<file path="src/rtl/booth_mul_pkg.sv">
// Shared types and helpers for the sequential radix-4 Booth multiplier.
// Holds FSM state codes, the one-hot digit select type and the window decoder.
package booth_mul_pkg;

   localparam int unsigned DefaultWidth = 64;

   typedef logic [1:0] state_t;
   localparam state_t StIdle = 2'd0;
   localparam state_t StRun  = 2'd1;
   localparam state_t StDone = 2'd2;

   // One-hot select; all-zero means a zero digit.
   typedef struct packed {
      logic neg;
      logic pos;
      logic neg2;
      logic pos2;
   } booth_sel_t;

   function automatic booth_sel_t booth_decode(input logic [2:0] win);
      booth_sel_t sel;
      sel = '0;
      case (win)
         3'b001, 3'b010: sel.pos  = 1'b1;
         3'b011:         sel.pos2 = 1'b1;
         3'b100:         sel.neg2 = 1'b1;
         3'b101, 3'b110: sel.neg  = 1'b1;
         default:        sel      = '0;
      endcase
      return sel;
   endfunction

endpackage

</file>
<file path="src/rtl/booth_seq_mul_ctrl_if.sv">
// Issue/result handshake bundle for booth_seq_mul_ctrl.
// master = issue logic / result consumer, slave = the multiplier controller.
interface booth_seq_mul_ctrl_if
   import booth_mul_pkg::*;
#(
   parameter int unsigned WIDTH = DefaultWidth
);
   logic               in_valid;
   logic               in_ready;
   logic [WIDTH-1:0]   in_a;
   logic [WIDTH-1:0]   in_b;
   logic               abort;
   logic               out_valid;
   logic               out_ready;
   logic [2*WIDTH-1:0] out_p;
   logic               busy;

   modport master (
      output in_valid, in_a, in_b, abort, out_ready,
      input  in_ready, out_valid, out_p, busy
   );

   modport slave (
      input  in_valid, in_a, in_b, abort, out_ready,
      output in_ready, out_valid, out_p, busy
   );
endinterface

</file>
<file path="src/rtl/booth_digit_row.sv">
// Combinational radix-4 Booth row: decodes a 3-bit window and forms d*a at
// WIDTH+2 bits (d in -2..+2), wide enough that -2*min never overflows.
module booth_digit_row
   import booth_mul_pkg::*;
#(
   parameter int unsigned WIDTH = DefaultWidth
) (
   input  logic [2:0]       win_i,
   input  logic [WIDTH-1:0] a_i,
   output logic [WIDTH+1:0] row_o
);
   booth_sel_t       sel;
   logic [WIDTH+1:0] a1;
   logic [WIDTH+1:0] a2;

   assign sel = booth_decode(win_i);
   assign a1  = {{2{a_i[WIDTH-1]}}, a_i};
   assign a2  = {a_i[WIDTH-1], a_i, 1'b0};

   always_comb begin
      row_o = '0;
      unique case (1'b1)
         sel.pos:  row_o = a1;
         sel.neg:  row_o = -a1;
         sel.pos2: row_o = a2;
         sel.neg2: row_o = -a2;
         default:  row_o = '0;
      endcase
   end
endmodule

</file>
<file path="src/rtl/booth_seq_mul_ctrl.sv">
// Iterative signed radix-4 Booth multiplier: one partial-product row per clock.
// Define BOOTH_SEQ_EARLY_EXIT_EN to finish as soon as the remaining digits are zero.
module booth_seq_mul_ctrl
   import booth_mul_pkg::*;
#(
   parameter int unsigned WIDTH = DefaultWidth
) (
   input logic                clk,
   input logic                rst,
   booth_seq_mul_ctrl_if.slave bus
);
   localparam int unsigned ITER = WIDTH / 2;
   localparam int unsigned KW   = (ITER > 1) ? $clog2(ITER) : 1;

   state_t               state_q, state_d;
   logic [KW-1:0]        k_q, k_d;
   logic [WIDTH-1:0]     a_q, a_d;
   logic [WIDTH-1:0]     b_q, b_d;
   logic [2*WIDTH-1:0]   acc_q, acc_d;
   logic                 out_valid_q, out_valid_d;
   logic                 rdy_q;

   logic [KW:0]          shift2;
   logic [WIDTH:0]       b_sh;
   logic [2:0]           win;
   logic [WIDTH+1:0]     row;
   logic [2*WIDTH-1:0]   row_sh;
   logic                 finish;

   assign shift2 = {k_q, 1'b0};
   // b[-1] = 0 is the appended LSB.
   assign b_sh   = {b_q, 1'b0} >> shift2;
   assign win    = b_sh[2:0];

   booth_digit_row #(.WIDTH(WIDTH)) u_row (
      .win_i (win),
      .a_i   (a_q),
      .row_o (row)
   );

   assign row_sh = {{(WIDTH-2){row[WIDTH+1]}}, row} << shift2;

`ifdef BOOTH_SEQ_EARLY_EXIT_EN
   logic [WIDTH-1:0] b_hi;
   // Arithmetic shift leaves b[WIDTH-1:2k+1] sign-extended; uniform => rest are zero digits.
   assign b_hi   = $signed(b_q) >>> (shift2 + 1);
   assign finish = (k_q == KW'(ITER - 1)) || (b_hi == '0) || (b_hi == '1);
`else
   assign finish = (k_q == KW'(ITER - 1));
`endif

   always_comb begin
      state_d     = state_q;
      k_d         = k_q;
      a_d         = a_q;
      b_d         = b_q;
      acc_d       = acc_q;
      out_valid_d = out_valid_q;
      case (state_q)
         StIdle: begin
            if (rdy_q && bus.in_valid && !bus.abort) begin
               a_d     = bus.in_a;
               b_d     = bus.in_b;
               acc_d   = '0;
               k_d     = '0;
               state_d = StRun;
            end
         end
         StRun: begin
            if (bus.abort) begin
               k_d     = '0;
               state_d = StIdle;
            end else begin
               acc_d = acc_q + row_sh;
               if (finish) begin
                  k_d         = '0;
                  out_valid_d = 1'b1;
                  state_d     = StDone;
               end else begin
                  k_d = k_q + 1'b1;
               end
            end
         end
         StDone: begin
            if (bus.abort || bus.out_ready) begin
               out_valid_d = 1'b0;
               state_d     = StIdle;
            end
         end
         default: begin
            out_valid_d = 1'b0;
            k_d         = '0;
            state_d     = StIdle;
         end
      endcase
   end

   always_ff @(posedge clk) begin
      if (rst) begin
         state_q     <= StIdle;
         k_q         <= '0;
         a_q         <= '0;
         b_q         <= '0;
         acc_q       <= '0;
         out_valid_q <= 1'b0;
         rdy_q       <= 1'b0;
      end else begin
         state_q     <= state_d;
         k_q         <= k_d;
         a_q         <= a_d;
         b_q         <= b_d;
         acc_q       <= acc_d;
         out_valid_q <= out_valid_d;
         rdy_q       <= 1'b1;
      end
   end

   // rdy_q keeps in_ready low through reset without a path from rst.
   assign bus.in_ready  = rdy_q && (state_q == StIdle);
   assign bus.busy      = (state_q != StIdle);
   assign bus.out_valid = out_valid_q;
   assign bus.out_p     = acc_q;

endmodule

</file>
<file path="src/flat_wrapper.sv">
// flat-port wrapper written by rule: the top's interface ports become plain ports
module booth_seq_mul_ctrl_flat import booth_mul_pkg::*;
#(
   parameter int unsigned WIDTH = DefaultWidth
)
  (clk, rst, bus_in_valid, bus_in_a, bus_in_b, bus_abort, bus_out_ready, bus_in_ready, bus_out_valid, bus_out_p, bus_busy);
  booth_seq_mul_ctrl_if #(.WIDTH(WIDTH)) bus_i ();
  input logic clk;
  input logic rst;
  input wire logic [$bits(bus_i.in_valid)-1:0] bus_in_valid;
  input wire logic [$bits(bus_i.in_a)-1:0] bus_in_a;
  input wire logic [$bits(bus_i.in_b)-1:0] bus_in_b;
  input wire logic [$bits(bus_i.abort)-1:0] bus_abort;
  input wire logic [$bits(bus_i.out_ready)-1:0] bus_out_ready;
  output wire logic [$bits(bus_i.in_ready)-1:0] bus_in_ready;
  output wire logic [$bits(bus_i.out_valid)-1:0] bus_out_valid;
  output wire logic [$bits(bus_i.out_p)-1:0] bus_out_p;
  output wire logic [$bits(bus_i.busy)-1:0] bus_busy;
  assign bus_i.in_valid = bus_in_valid;
  assign bus_i.in_a = bus_in_a;
  assign bus_i.in_b = bus_in_b;
  assign bus_i.abort = bus_abort;
  assign bus_i.out_ready = bus_out_ready;
  assign bus_in_ready = bus_i.in_ready;
  assign bus_out_valid = bus_i.out_valid;
  assign bus_out_p = bus_i.out_p;
  assign bus_busy = bus_i.busy;
  booth_seq_mul_ctrl #(.WIDTH(WIDTH)) u_core (.clk(clk), .rst(rst), .bus(bus_i));
endmodule
</file>
<file path="config.mk">
export PLATFORM = sky130hd
export DESIGN_NAME = booth_seq_mul_ctrl_flat
export DESIGN_NICKNAME = d
export VERILOG_FILES = /design/src/rtl/booth_mul_pkg.sv /design/src/rtl/booth_seq_mul_ctrl_if.sv /design/src/rtl/booth_digit_row.sv /design/src/rtl/booth_seq_mul_ctrl.sv /design/src/flat_wrapper.sv
export SDC_FILE = /design/constraint.sdc
export NUM_CORES = 1
export LEC_CHECK = 0
export CAP_MARGIN = 20
export CORE_UTILIZATION = 29
export DETAILED_ROUTE_END_ITERATION = 8
export PLACE_DENSITY = 0.46
export SKIP_LAST_GASP = 1
export SLEW_MARGIN = 20
export SYNTH_ARGS = -nofsm -noshare
export SYNTH_HDL_FRONTEND = slang
export SYNTH_HIERARCHICAL = 1
export SYNTH_SLANG_ARGS = --single-unit
</file>
<file path="constraint.sdc">
create_clock -name clk -period 10.2 [get_ports clk]
set_input_delay 1.02 -clock clk [delete_from_list [all_inputs] [get_ports clk]]
set_output_delay 1.02 -clock clk [all_outputs]
set_load 0.1 [all_outputs]
</file>
# Word level (Yosys, flattened, before mapping)
# Cells that the tools add are included.
# W data, S select, Z words.
totals:
  register_bits: 265
  out_inout_bits: 131
op_classes:
  n_mux: 22
  bitwise_logic: 2
  n_addsub: 4
  shift: 2
  n_reduce_logical: 15
  eq_ne: 14
op_table:
  columns: ["cell", "n"]
  rows:
  - ["$pmux W66 S4", 1]
  - ["$mux W128", 2]
  - ["$pmux W128 S2", 1]
  - ["$neg A66 Y66", 2]
  - ["$add A128 B128 Y128", 1]
  - ["$shl A128 B6 Y128", 1]
  - ["$shr A65 B6 Y3", 1]
  - ["$mux W5", 3]
  - ["$pmux W5 S3", 1]
  - ["$eq A3 B3 Y1 const B", 3]
  - ["$mux W1", 8]
  - ["$mux W2", 4]
  - ["$eq A3 B2 Y1 const B", 2]
  - ["$ne A2 B1 Y1 const B", 3]
  - ["$pmux W2 S3", 1]
  - ["$reduce_and A3 Y1", 2]
  - ["$add A5 B1 Y5 const B", 1]
  - ["$eq A5 B5 Y1 const B", 1]
  - ["$reduce_and A2 Y1", 2]
  - ["$reduce_and A4 Y1", 1]
  - ["$reduce_bool A2 Y1", 2]
  - ["$reduce_or A2 Y1", 2]
  - ["$eq A3 B1 Y1 const B", 1]
  - ["$logic_and A1 B1 Y1", 3]
  - ["9 further kinds", 10]

# Logic depth before layout (Yosys ltp)
# Gate-level depths: netlist of the first run.
depth:
  ltp_word: 9
  ltp_mapped: 37
  depth_no_buf: 33

# By module
# The synthesis of the first run kept the hierarchy.
by_module_without_submodules:
  columns: ["module", "instances", "area_each_um2", "cells_each", "seq_area_each_um2"]
  rows:
  - ["booth_seq_mul_ctrl", 1, 22074.9, 2954, 5305.1]
  - ["booth_digit_row", 1, 4061.4, 663, 0.0]

# Least setup slack after synthesis of the first run
# OpenSTA, ideal clock, no wires.
synth_path:
  path_kind: "reg-to-reg"
  from: "register u_core.k_q[1]"
  to: "register u_core.acc_q[111], in the netlist u_core/bus.out_p[111]"
  path_buffers: 7
  required_time_ns: 10.082
  path_slack_ns: 2.908
  arrival_ns: 7.175
  setup_time_ns: 0.118
  stages_incl_launch_ff: 36
  path_cell_list: "dfxtp_1 -> clkbuf_1 -> buf_1 -> clkbuf_1 -> mux4_2 -> mux4_2 -> nand2_1 -> nand2_1 -> clkbuf_1 -> or2_2 -> clkbuf_1 -> nor2_1 -> clkbuf_1 -> a21oi_1 -> o22ai_1 -> inv_1 -> o21ai_0 -> nand2_1 -> o31ai_1 -> o21ai_0 -> a21o_1 -> mux2i_1 -> ha_1 -> clkbuf_1 -> nand2_1 -> o21a_1 -> a21boi_1 -> o21ai_0 -> a221oi_1 -> o22ai_1 -> a211oi_2 -> o21bai_1 -> a21oi_2 -> o21ai_1 -> xor2_1 -> a22o_1"
synth_via:
  elab_chain_len: 9
synth_rtl:
  columns: ["element", "line_no", "source"]
  rows:
  - ["start, declared", "booth_seq_mul_ctrl.sv:16", "logic [KW-1:0] k_q, k_d;"]
  - ["start signal, assigned", "booth_seq_mul_ctrl.sv:109", "k_q <= k_d;"]
  - ["$shr A65 B6 Y3 *", "booth_seq_mul_ctrl.sv:32", "assign b_sh = {b_q, 1'b0} >> shift2;"]
  - ["named net u_core.b_sh[1]", "booth_seq_mul_ctrl.sv:24", "logic [WIDTH:0] b_sh;"]
  - ["$eq A3 B3 Y1 (tied with other cells)", "booth_mul_pkg.sv:23", "case (win)"]
  - ["$reduce_or A2 Y1", "booth_mul_pkg.sv:23", null]
  - ["$mux W1", "booth_mul_pkg.sv:23", null]
  - ["$pmux W66 S4 *", "booth_digit_row.sv:22", "unique case (1'b1)"]
  - ["named net u_core.row[63]", "booth_seq_mul_ctrl.sv:26", "logic [WIDTH+1:0] row;"]
  - ["$shl A128 B6 Y128 *", "booth_seq_mul_ctrl.sv:41", "assign row_sh = {{(WIDTH-2){row[WIDTH+1]}}, row} << shift2;"]
  - ["$add A128 B128 Y128 *", "booth_seq_mul_ctrl.sv:74", "acc_d = acc_q + row_sh;"]
  - ["$mux W128 *", "booth_seq_mul_ctrl.sv:70", "if (bus.abort) begin"]
  - ["$pmux W128 S2 *", "booth_seq_mul_ctrl.sv:59", "case (state_q)"]
  - ["end signal, assigned", "booth_seq_mul_ctrl.sv:104", "acc_q <= '0;"]
  - ["end signal, assigned", "booth_seq_mul_ctrl.sv:112", "acc_q <= acc_d;"]
  - ["end, declared", "booth_seq_mul_ctrl.sv:19", "logic [2*WIDTH-1:0] acc_q, acc_d;"]
# The timed path passes the listed nets; every way through them passes the cells marked *. The select of a mux whose other input is x is not followed.
# A chain may end at the register's enable or synchronous reset.

# Worst setup path after layout of the first run
layout_path:
  from: "register u_core.k_q[0]"
  to: "register u_core.acc_q[123], in the netlist u_core/bus.out_p[123]"
# The elaborated chain is that of the path after synthesis.

==> impl_metrics.env, run 1 <==
export IMPL_floorplan_initialDensity_pct=29.4
export IMPL_die_area_um2=91300
export IMPL_syn_inst=3617
export IMPL_synth_xor_area_share_pct=6.17
export IMPL_maxCapViolCount=0
export IMPL_drcViolationCount=0
export IMPL_core_um2=88800
export IMPL_path_clk_slew_ns=0.05
export IMPL_cp_required_ns=10.61
export IMPL_cp_depth=30
export IMPL_track_usage_pct=24.8
export IMPL_yosys_area_share_simple_pct=22.4
export IMPL_rsz0062_at_grt="false"
export IMPL_synth_edf_count=0
export IMPL_setup_tns_ns=0
export IMPL_ys_seq_area_share_pct=20.3
export IMPL_synthMuxAreaShare_pct=12.5
export IMPL_synth_compound_area_share_pct=27.3
export IMPL_die_h_um=302
export IMPL_end_kind="flip-flop"
export IMPL_cts_path_max_buffers=3
export IMPL_overflow=0
export IMPL_grt_antenna_before_repair=3
export IMPL_p_per_area_nw_per_um2=103
export IMPL_root_buffer="clkbuf_16"
export IMPL_syn_num_nets=3881
export IMPL_grt_pass1_vias=26000
export IMPL_htreeDepth=2
export IMPL_syn2layout_area_growth_pct=17.3
export IMPL_ys_ff_latch=265
export IMPL_pre_cts_ws_ns=0.717
export IMPL_synth_main_ff_cell="dfxtp_1"
export IMPL_ant_nets=0
export IMPL_ff2ff_setup_slack_ns=0.61
export IMPL_r2r_cells=30
export IMPL_hpwl_um=92800
export IMPL_grt_max_degree=85
export IMPL_cpMaxStageDelayCell="o21ai_0"
export IMPL_path_buf_inv=3
export IMPL_place_inst=4789
export IMPL_hold_violations=0
export IMPL_ctsHoldBuffers=0
export IMPL_drt_iter0_markers=2746
export IMPL_period_share_pct=94.0
export IMPL_peakVddDrop_mv=0.0915
export IMPL_layoutNonFillerInstCount=4859
export IMPL_cts_tree="done"
export IMPL_syn_area_um2=26100
export IMPL_critPathMaxFanout=54
export IMPL_crit_end="u_core/bus.out_p[123]$_SDFFE_PP0P_"
export IMPL_leakage_nw=10.9
export IMPL_rows=109
export IMPL_cts_setup_buffers=0
export IMPL_grt_pass1_wl_um=173000
export IMPL_hp_class="flip-flop to flip-flop"
export IMPL_hold_path_startpoint="u_core/b_q[5]$_SDFFE_PP0P_"
export IMPL_fin_nets=3927
export IMPL_ios=264
export IMPL_period_needed_ns=9.59
export IMPL_max_stage_delay_ns=0.88
export IMPL_cts_resized=0
export IMPL_synth_fa_ha_area_share_pct=6.30
export IMPL_post_route_util_pct=34.5
export IMPL_io_buffers=263
export IMPL_worstSetupPathType="flip-flop to flip-flop"
export IMPL_syn_avg_cell_area_um2=7.23
export IMPL_setup_viol=0
export IMPL_fmax_mhz=104
export IMPL_setup_ws_ns=0.607
export IMPL_synth_top_family_by_area="compound AO/OA/AOI/OAI gates"
export IMPL_clock_latency_ns=0.57
export IMPL_r2r_start="u_core/k_q[0]$_SDFFE_PP0P_"
export IMPL_cts_buffers=37
export IMPL_worst_path_dominant_cell_family="compound AO/OA/AOI/OAI gates"
export IMPL_first_pass_iters=6
export IMPL_via_count=28000
export IMPL_finalClockSkew_ns=0.0226
export IMPL_via_per_inst=5.76
export IMPL_cts_sinks=265
export IMPL_outcome="completed"
export IMPL_start_kind="flip-flop"
export IMPL_cp_data_arrival_time_ns=10.01
export IMPL_gp_congestion=0.976
export IMPL_nFillCells=9526
export IMPL_worst_slew_pin_slew_ns=1.14
export IMPL_r2r_end="u_core/bus.out_p[123]$_SDFFE_PP0P_"
export IMPL_layout_drive_gt1_share_pct=7.75
export IMPL_startpoint="u_core/k_q[0]$_SDFFE_PP0P_"
export IMPL_ys_types=96
export IMPL_slew_viol_final=0
export IMPL_async_flop_share_pct=0
export IMPL_cp_common_cell="o21ai_0"
export IMPL_relSlewSlack_pct=23.4
export IMPL_drt_wl_total_um=118000
export IMPL_yosysWarnings=6
export IMPL_die_x_um=302
export IMPL_wl_per_cell_um=24.2
[registers in the layout (all words and copies together) (netlist names)]
register / cells
u_core/bus.out_p: 128
u_core/a_q: 64
u_core/b_q: 64
u_core/k_q: 5
u_core/state_q: 2
u_core/bus.out_valid: 1
u_core/rdy_q: 1
[through the flow]
step                power [mW]  area, µm²  hold slack [ns]
detailed placement        1.84      29400            0.447
floorplan                 1.57      26100            0.433
global placement          1.85      29400            0.441
global route              3.29      30600            0.479
CTS                       3.20      30600            0.455
finish                    3.16      30600            0.451
[cells by family after synthesis]
family,Yosys count
flops,265
compound gates,1177
simple gates,1284
buf+inv,342
mux,234
fa+ha+maj,131
xor+xnor,184
[power breakdown]
part           leakage [nW]  switching, mW  internal (mW)  total, mW
clock                 0.600          0.536          0.782       1.32
combinational          8.10          0.497          0.256      0.752
sequential             2.15         0.0347           1.05       1.09
[synth_stat cells (all sizes together), types with 34 or more instances]
library cell / number / area share [%]
nor3: 66 / 1.3
nand4: 80 / 1.9
a31oi: 34 / 0.87
nor4: 39 / 1.2
mux4: 69 / 5.9
o21ai: 329 / 6.4
a21o: 78 / 2.2
a21oi: 435 / 8.4
nor2: 276 / 4.0
xor2: 92 / 3.1
xnor2: 92 / 3.1
ha: 130 / 6.2
buf: 49 / 0.87
clkbuf: 245 / 3.5
dfxtp: 265 / 20
a22oi: 62 / 1.8
inv: 45 / 0.65
nand3: 61 / 1.2
nand2: 609 / 8.8
mux2i: 113 / 4.3
mux2: 52 / 2.2
[cell usage in the layout (no fill, tap or decap), types with 18 or more instances in the layout]
cell type,count
a211oi_1,20
a21o_1,78
a21oi_1,430
a22oi_1,62
a31oi_1,33
and3_1,21
buf_4,38
clkbuf_16,37
clkdlybuf4s50_1,262
dfxtp_1,260
ha_1,130
inv_1,44
mux2_2,52
mux2i_1,113
mux4_2,69
nand2_1,604
nand2b_1,18
nand3_1,61
nand4_1,80
nor2_1,272
nor2b_1,24
nor3_1,64
nor4_1,34
o21ai_0,303
o21ai_1,22
o21bai_1,33
o22ai_1,28
o31ai_1,22
or3_1,26
xnor2_1,92
xor2_1,92
[how the worst min path moves through the flow]
stage / to / slack (ns) / cells past startpoint
finish: u_core/b_q[5]$_SDFFE_PP0P_ / 0.45 / 2
global placement: u_core/b_q[28]$_SDFFE_PP0P_ / 0.44 / 2
detailed placement: u_core/b_q[28]$_SDFFE_PP0P_ / 0.45 / 2
global route: u_core/b_q[44]$_SDFFE_PP0P_ / 0.48 / 2
floorplan: u_core/b_q[5]$_SDFFE_PP0P_ / 0.43 / 2
CTS: u_core/b_q[5]$_SDFFE_PP0P_ / 0.45 / 2
[layout make-up]
type / instances / area, µm² / share of cell area (%)
flip-flops and latches: 265 / 5320 / 17.4
multi-input cells: 3010 / 19500 / 63.8
diodes: 3 / 7.51 / 0.0245
inverters: 48 / 180 / 0.588
repair buffers: 301 / 2920 / 9.52
clock buffers: 48 / 1010 / 3.29
well taps: 1165 / 1460 / 4.76
clock inverters: 19 / 213 / 0.694
[worst min-delay path, cell delays in order, from the launching register on]
cell and delay, ns:
dfxtp_1 0.30, nand2_1 0.05, a21oi_1 0.05
[routing by layer]
metal / wire, µm / global-route usage (%) / vias up / part of all wire, %
li1: - / - / 13300 / -
met1: 51500 / 33.2 / 13400 / 44
met2: 54900 / 41.2 / 1086 / 47
met3: 7210 / 3.12 / 198 / 6.1
met4: 3980 / 8.21 / 6 / 3.4
met5: 41 / 0 / - / 0.035
(Power assumes the default switching activity.)
==> run 2, diff against run 1 <==
--- a/config.mk
+++ b/config.mk
@@ -10,7 +10,6 @@
 export DETAILED_ROUTE_END_ITERATION = 8
 export PLACE_DENSITY = 0.46
 export SKIP_LAST_GASP = 1
-export SLEW_MARGIN = 20
 export SYNTH_ARGS = -nofsm -noshare
 export SYNTH_HDL_FRONTEND = slang
 export SYNTH_HIERARCHICAL = 1
==> results of run 2 <==
The final DEF is identical to that of run 1; final timing and power are the same.
